## config.mk

```make
export PLATFORM = sky130hd
export DESIGN_NAME = axi_word_gather
export DESIGN_NICKNAME = d
export VERILOG_FILES = /design/src/rtl/axi_gather_pkg.sv /design/src/rtl/axi_word_gather.sv
export SDC_FILE = /design/constraint.sdc
export NUM_CORES = 2
export LEC_CHECK = 0
export CAP_MARGIN = 30
export CORE_MARGIN = 1.5
export CORE_UTILIZATION = 60
export DETAILED_ROUTE_END_ITERATION = 7
export DONT_BUFFER_PORTS = 1
export MAX_ROUTING_LAYER = met4
export PLACE_DENSITY_LB_ADDON = 0.3
export SYNTH_ARGS = -nofsm -noshare
export SYNTH_HDL_FRONTEND = slang
export SYNTH_SLANG_ARGS = --single-unit
```

## constraint.sdc

```tcl
create_clock -name clk -period 4.67 [get_ports clk]
set_input_delay 0.934 -clock clk [delete_from_list [all_inputs] [get_ports clk]]
set_output_delay 0.934 -clock clk [all_outputs]
set_load 0.1 [all_outputs]
```

## src/rtl/axi_gather_pkg.sv

```systemverilog
// Shared constants, helper functions and count type for the AXI word gatherer.
package axi_gather_pkg;

    localparam logic [1:0] AXI_RESP_OKAY = 2'b00;
    localparam int         COUNT_W       = 16;

    typedef logic [COUNT_W-1:0] count_t;

    function automatic int wpb(input int beat_w, input int in_w);
        return beat_w / in_w;
    endfunction

    function automatic int bpv(input int count, input int wpb_n);
        return count / wpb_n;
    endfunction

endpackage

```

## src/rtl/axi_word_gather.sv

```systemverilog
// Packs AXI R beats into DATA_COUNT-word vectors using a fill buffer plus an output buffer.
// Optional response checking is enabled with AXI_WORD_GATHER_RESP_CHECK_EN.
module axi_word_gather
    import axi_gather_pkg::*;
#(
    parameter int BEAT_WIDTH = 128,
    parameter int IN_WIDTH   = 64,
    parameter int DATA_COUNT = 8
) (
    input  logic                           clk,
    input  logic                           rst,
    input  logic                           s_rvalid,
    output logic                           s_rready,
    input  logic [BEAT_WIDTH-1:0]          s_rdata,
    input  logic [1:0]                     s_rresp,
    input  logic                           s_rlast,
    output logic                           m_valid,
    input  logic                           m_ready,
    output logic [DATA_COUNT*IN_WIDTH-1:0] m_data,
    output logic [$clog2(DATA_COUNT+1)-1:0] m_count,
    output logic                           m_err
);

    localparam int WPB = wpb(BEAT_WIDTH, IN_WIDTH);
    localparam int BPV = bpv(DATA_COUNT, WPB);
    localparam int VW  = DATA_COUNT * IN_WIDTH;
    localparam int CW  = $clog2(DATA_COUNT + 1);
    localparam int FCW = (BPV > 1) ? $clog2(BPV) : 1;

    if (BEAT_WIDTH % IN_WIDTH != 0) begin : g_chk_beat
        $error("axi_word_gather: BEAT_WIDTH must be a multiple of IN_WIDTH");
    end
    if (DATA_COUNT % WPB != 0) begin : g_chk_count
        $error("axi_word_gather: DATA_COUNT must be a multiple of BEAT_WIDTH/IN_WIDTH");
    end

    logic [VW-1:0]  r_fill_data;
    logic [FCW-1:0] r_fill_cnt;
    logic           r_fill_done;
    logic           r_m_valid;
    logic [VW-1:0]  r_m_data;
    logic [CW-1:0]  r_m_count;

    logic [VW-1:0]  w_fill_next;
    count_t         w_cnt_full;
    logic           w_accept;
    logic           w_complete;
    logic           w_slot_free;
    logic           w_load_held;
    logic           w_load_new;
    logic           w_fill_err_cur;
    logic           w_fill_err_next;
    logic           w_unused;

    assign s_rready    = !r_fill_done;
    assign w_accept    = s_rvalid && !r_fill_done;
    assign w_slot_free = !r_m_valid || m_ready;
    assign w_complete  = w_accept && ((r_fill_cnt == FCW'(BPV - 1)) || s_rlast);
    assign w_load_held = r_fill_done && w_slot_free;
    assign w_load_new  = w_complete && w_slot_free;

    // Words above the current beat stay zero because the fill buffer restarts cleared.
    always_comb begin
        w_fill_next = r_fill_data;
        for (int j = 0; j < WPB; j++) begin
            w_fill_next[(int'(r_fill_cnt) * WPB + j) * IN_WIDTH +: IN_WIDTH] =
                s_rdata[j * IN_WIDTH +: IN_WIDTH];
        end
    end

    // fill_cnt is frozen while a vector is held, so the same count serves both load paths.
    assign w_cnt_full = count_t'((int'(r_fill_cnt) + 1) * WPB);

`ifdef AXI_WORD_GATHER_RESP_CHECK_EN
    logic r_fill_err;
    logic r_m_err;

    assign w_fill_err_cur  = r_fill_err;
    assign w_fill_err_next = r_fill_err || (s_rresp != AXI_RESP_OKAY);
    assign m_err           = r_m_err;
    assign w_unused        = ^w_cnt_full[COUNT_W-1:CW];

    always_ff @(posedge clk) begin
        if (rst) begin
            r_fill_err <= 1'b0;
        end else if (w_load_held || w_load_new) begin
            r_fill_err <= 1'b0;
        end else if (w_accept) begin
            r_fill_err <= w_fill_err_next;
        end
    end

    always_ff @(posedge clk) begin
        if (rst) begin
            r_m_err <= 1'b0;
        end else if (w_load_held) begin
            r_m_err <= w_fill_err_cur;
        end else if (w_load_new) begin
            r_m_err <= w_fill_err_next;
        end
    end
`else
    assign w_fill_err_cur  = 1'b0;
    assign w_fill_err_next = 1'b0;
    assign m_err           = 1'b0;
    assign w_unused        = ^{s_rresp, w_cnt_full[COUNT_W-1:CW], w_fill_err_cur, w_fill_err_next};
`endif

    always_ff @(posedge clk) begin
        if (rst) begin
            r_fill_data <= '0;
            r_fill_cnt  <= '0;
            r_fill_done <= 1'b0;
        end else if (w_load_held || w_load_new) begin
            r_fill_data <= '0;
            r_fill_cnt  <= '0;
            r_fill_done <= 1'b0;
        end else if (w_complete) begin
            r_fill_data <= w_fill_next;
            r_fill_done <= 1'b1;
        end else if (w_accept) begin
            r_fill_data <= w_fill_next;
            r_fill_cnt  <= r_fill_cnt + FCW'(1);
        end
    end

    always_ff @(posedge clk) begin
        if (rst) begin
            r_m_valid <= 1'b0;
            r_m_data  <= '0;
            r_m_count <= '0;
        end else if (w_load_held) begin
            r_m_valid <= 1'b1;
            r_m_data  <= r_fill_data;
            r_m_count <= w_cnt_full[CW-1:0];
        end else if (w_load_new) begin
            r_m_valid <= 1'b1;
            r_m_data  <= w_fill_next;
            r_m_count <= w_cnt_full[CW-1:0];
        end else if (m_ready) begin
            r_m_valid <= 1'b0;
        end
    end

    assign m_valid = r_m_valid;
    assign m_data  = r_m_data;
    assign m_count = r_m_count;

endmodule

```

# Word level (Yosys, flattened, before mapping)

Index checks and enable logic that the tools add are counted.

Add/sub/neg operators: 5
Eq/ne operators: 1
Shift-type cells: 4
Muxes and demuxes: 11
Bitwise logic cells: 1
Reductions and logical operators: 14

Operators with widths:

| cell                        | count |
|---|---|
| $mux W512                   | 4 |
| $bwmux W512                 | 2 |
| $shift A64 B33 Y512 const A | 2 |
| $shiftx A64 B33 Y512        | 2 |
| $neg A10 Y33                | 1 |
| $neg A9 Y33                 | 1 |
| $mux W4                     | 2 |
| $add A3 B1 Y4 const B       | 1 |
| $logic_and A1 B1 Y1         | 4 |
| $reduce_bool A2 Y1          | 2 |
| $add A2 B1 Y3 const B       | 1 |
| $logic_or A1 B1 Y1          | 3 |
| $mux W1                     | 3 |
| $reduce_bool A3 Y1          | 1 |
| $add A2 B1 Y2 const B       | 1 |
| $eq A2 B2 Y1 const B        | 1 |
| $logic_not A1 Y1            | 2 |
| $reduce_and A2 Y1           | 1 |
| $reduce_or A2 Y1            | 1 |
| $not A1 Y1                  | 1 |

Bits in registers: 1031
Input bits: 135
Output and inout port bits: 519
Logic and storage cells: 42

# Depth between registers and ports, before layout

Depth after elaboration: 6
Mapped depth: 11
Depth with buffers taken out: 6

# Worst setup path before layout

OpenSTA, ideal clock, no wires.

Path kind: register to output
Start: reg r_fill_done
End: out s_rready
Arrival time: 1.881 ns
Data required time: 3.736 ns
Slack: 1.855 ns
Stages on the path, launching flop included: 6
Buffers on the path: 4
Cell sequence: dfxtp_1 buf_2 inv_2 buf_2 buf_2 clkbuf_1

Cells in the longest elaborated chain, start to end: 1

RTL lines:

| item                   | RTL line               | RTL |
|---|---|---|
| start, declared        | axi_word_gather.sv:39  | `logic r_fill_done;` |
| start signal, assigned | axi_word_gather.sv:113 | `r_fill_done <= 1'b0;` |
| start signal, assigned | axi_word_gather.sv:117 | `r_fill_done <= 1'b0;` |
| start signal, assigned | axi_word_gather.sv:120 | `r_fill_done <= 1'b1;` |
| $logic_not A1 Y1       | axi_word_gather.sv:55  | `assign s_rready = !r_fill_done;` |
| end, declared          | axi_word_gather.sv:13  | `output logic s_rready,` |

No other way between the ends.

# Worst setup path after layout

Start: reg r_fill_cnt[0]
End: reg r_m_data[238] (netlist: m_data[238])

Cells in the longest elaborated chain, start to end: 6
Elaborated cells on any way between the ends: 16
Those cells by class: add/sub (3); eq/ne (1); shift (4); mux (4); reduce/logical (4)

RTL lines:

| item                                                | RTL line                                     | RTL |
|---|---|---|
| start, declared                                     | axi_word_gather.sv:38                        | `logic [FCW-1:0] r_fill_cnt;` |
| start signal, assigned                              | axi_word_gather.sv:123                       | `r_fill_cnt <= r_fill_cnt + FCW'(1);` |
| $add A3 B1 Y4 / $neg A9 Y33 (equally long branches) | axi_word_gather.sv:66, axi_word_gather.sv:67 |  |
| $neg A10 Y33 (tied with other cells)                | axi_word_gather.sv:67                        | `s_rdata[j * IN_WIDTH +: IN_WIDTH];` |
| $shiftx A64 B33 Y512 (tied with other cells)        | axi_word_gather.sv:66                        | `w_fill_next[(int'(r_fill_cnt) * WPB + j) * IN_WIDTH +: IN_WIDTH] =` |
| $bwmux W512                                         | axi_word_gather.sv:66                        |  |
| $mux W512                                           | axi_word_gather.sv:136                       | `end else if (w_load_new) begin` |
| $mux W512                                           | axi_word_gather.sv:132                       | `end else if (w_load_held) begin` |
| end signal, assigned                                | axi_word_gather.sv:134                       | `r_m_data <= r_fill_data;` |
| end signal, assigned                                | axi_word_gather.sv:138                       | `r_m_data <= w_fill_next;` |
| end, declared                                       | axi_word_gather.sv:41                        | `logic [VW-1:0] r_m_data;` |

Parallel ways exist; a longest one is shown, timed or not. The select of a mux whose other input is x is not followed.
A chain may end at the register's enable or synchronous reset.

==> flow_summary.toml <==
[global_route]
grt_pass1_vias = 39500
overflow = 0
grt_max_degree = 709
grt_use_total_pct = 39.2
grt_pass1_wl_um = 240000
antenna_found_initial = 2

[clocking]
cts-resized-gates = 0
cts-root-buf = "clkbuf_16"
clk_latency_ns = 0.67
clock-sinks = 1031
clockBufferDepth = 3
post_cts_buffers = 0
h-tree-depth = 3
cts_tree = "done"
cts-buffers-inserted = 105
path_clk_slew_ns = 0.06
ctsHoldBuffers = 0

[timing]
slew-limit-headroom_pct = -48.6
hold_slack_ns = 0.382
period_minus_slack_ns = 3.47
setup_tns_ns = 0
fin_skew_ns = 0.0238
max_freq_mhz = 288
period_share_pct = 74.4
setup_violations = 0
tightest_slew_ns = 2.23
hold_violations = 0
rsz0062_at_grt = "no"
final_max_slew_viol_count = 293
setup_ws_ns = 1.20

[yosys]
synth.avg_cell_area_sq_um = 8.90
ys_seq_elements = 1031
synth_cell_types = 44
synthMostInstantiatedCell = "dfxtp_1"
synth-async-reset-ratio_pct = 0
synth-edff-count = 0
synthTopCellsByArea = "dfxtp_1 45%, nor2_1 5.9%, a22oi_1 5.2%, clkbuf_1 3.9%, nand3b_1 3.9%"
netlist.area_leader.share_pct = 44.7
synth_common_cells = "1,031 x dfxtp_1, 727 x nor2_1, 485 x clkbuf_1"
ys_warn_count = 0
seq_area_frac_synth_pct = 44.7
yosysTopAreaCell = "dfxtp_1"
synth_top_flop_cell = "dfxtp_1"
syn_area_sq_mm = 0.0462
netlist_instances = 5185

[cells_and_area]
areaGrowthSynthToFinish_pct = 16.0
fin_area_sq_mm = 0.0536
nNetsFinal = 5034
drive_gt1_share_pct = 11.4

[routing]
num_vias = 43800
routed_via_density = 7.28
ant_nets = 0
wire_per_inst_um = 26.7
drt_iter0_drc = 6849
drc = 3
wl_um = 160000
drt_first_pass_iters = 8

[place]
pre_cts_ws_ns = 1.25
placed_cell_area_sq_mm = 0.0491
numPortBuffers = 0
place_congestion = 0.844
dpl.hpwl_um = 90900

[floorplanning]
fp.dieH_um = 280
die_area_sq_mm = 0.0786
rows = 101
io_pins = 654
initial_utilization_pct = 60.7
fp.coreArea_sq_mm = 0.0761
die_w_um = 280

[critical_path]
crit_arrival_ns = 4.00
worstSetupPathType = "flop to flop"
r2r_setup_slack_ns = 1.20
cp.required_ns = 5.20
cp_max_fo = 79
cp-start-kind = "flop"
rr_worst_depth = 7
endpoint_kind = "flop"

[pwr]
finalPower_w = 0.0222
ir_drop_mv = 0.301
powerDensity_mw_per_mm2 = 415
p_leak_nw = 19.4

[outcome]
violations = "DRC, slew limit"
status = "finished, violations left"

[flow_run]
cap_violations = 0

[hold_path]
holdPathStages = 1
hold_class = "primary input to flop"
## sequential cells by signal, summed over array words and instances (netlist names)
name,count
m_data,512
r_fill_data,512
m_count,3
r_fill_cnt,2
m_valid,1
r_fill_done,1
## metrics by stage
| stage | util [%] | std cells |
|---|---|---|
| 5_1_grt | 70.4 | 6016 |
| 3_5_place_dp | 64.6 | 5763 |
| 2_1_floorplan | - | 5186 |
| 3_3_place_gp | 59.7 | 5573 |
| 6_report | 70.4 | 6016 |
| 4_1_cts | 69.6 | 5959 |
## routing by layer
layer / vias to the layer above / wire length [um] / share of wire, % / GRT usage (%)
li1: 19000 / - / - / -
met5: - / 0 / 0 / -
met1: 21200 / 59300 / 37 / 49.1
met2: 3014 / 71800 / 45 / 58.2
met4: 0 / 9550 / 6.0 / 20.5
met3: 562 / 19800 / 12 / 9.83
## cell families (layout without fill, tap and decap cells)
group,after synthesis,after routing,synth area share (%)
other,1,5,0.00812
xor gates and xnor gates,1,1,0.0190
buffers and inverters,733,530,6.74
and+or+nand+nor,1578,1578,16.3
adders and majority gates,5,5,0.136
AOI/OAI and AO/OA,1835,1835,32.1
muxes,1,1,0.0217
DFF,1031,1031,44.7
## layout make-up
cell class                 count  area, sq um
antenna                        3         7.51
clock buffer                 140         2990
clock inverter                56          808
fill                        5496        22500
inverter                       7         46.3
multi-input combinational   3422        22500
sequential                  1031        20600
tap                         1030         1290
timing repair buffer         327         5230
## worst paths after layout
kind,startpoint,endpoint
min,rst,m_data[393]
max reg2reg,r_fill_cnt[0],m_data[238]
max,r_fill_cnt[0],m_data[238]
min reg2reg,r_fill_data[140],m_data[140]
## cells in the final DEF (no fill, tap or decap), types with 66 or more instances in the layout
cell	synthesis	final
nand2_1	320	316
o21ai_0	111	111
a221oi_1	145	145
a21o_1	147	147
buf_16	0	143
a32oi_1	192	192
a222oi_1	66	66
o41ai_1	130	130
a21oi_1	310	310
or3_1	66	66
nor2_1	727	724
nand3b_1	237	237
clkbuf_16	0	106
o221ai_1	196	196
o2bb2ai_1	94	94
a22oi_1	320	320
dfxtp_1	1031	1030
and3_1	150	148
## power breakdown
| group | switching [W] | internal, W |
|---|---|---|
| Sequential | 0.00123 | 0.00905 |
| Clock | 0.00373 | 0.00546 |
| Combinational | 0.00181 | 0.000913 |
## critical path, stage by stage, from the launching register on
cell and delay, ns:
dfxtp_1 0.54, ha_2 0.42, o21a_1 0.30, o21ai_4 0.33
buf_4 0.56, buf_4 0.80, nand2_1 0.14, a21oi_1 0.17
No activity file was read; power rests on OpenSTA's default activity.
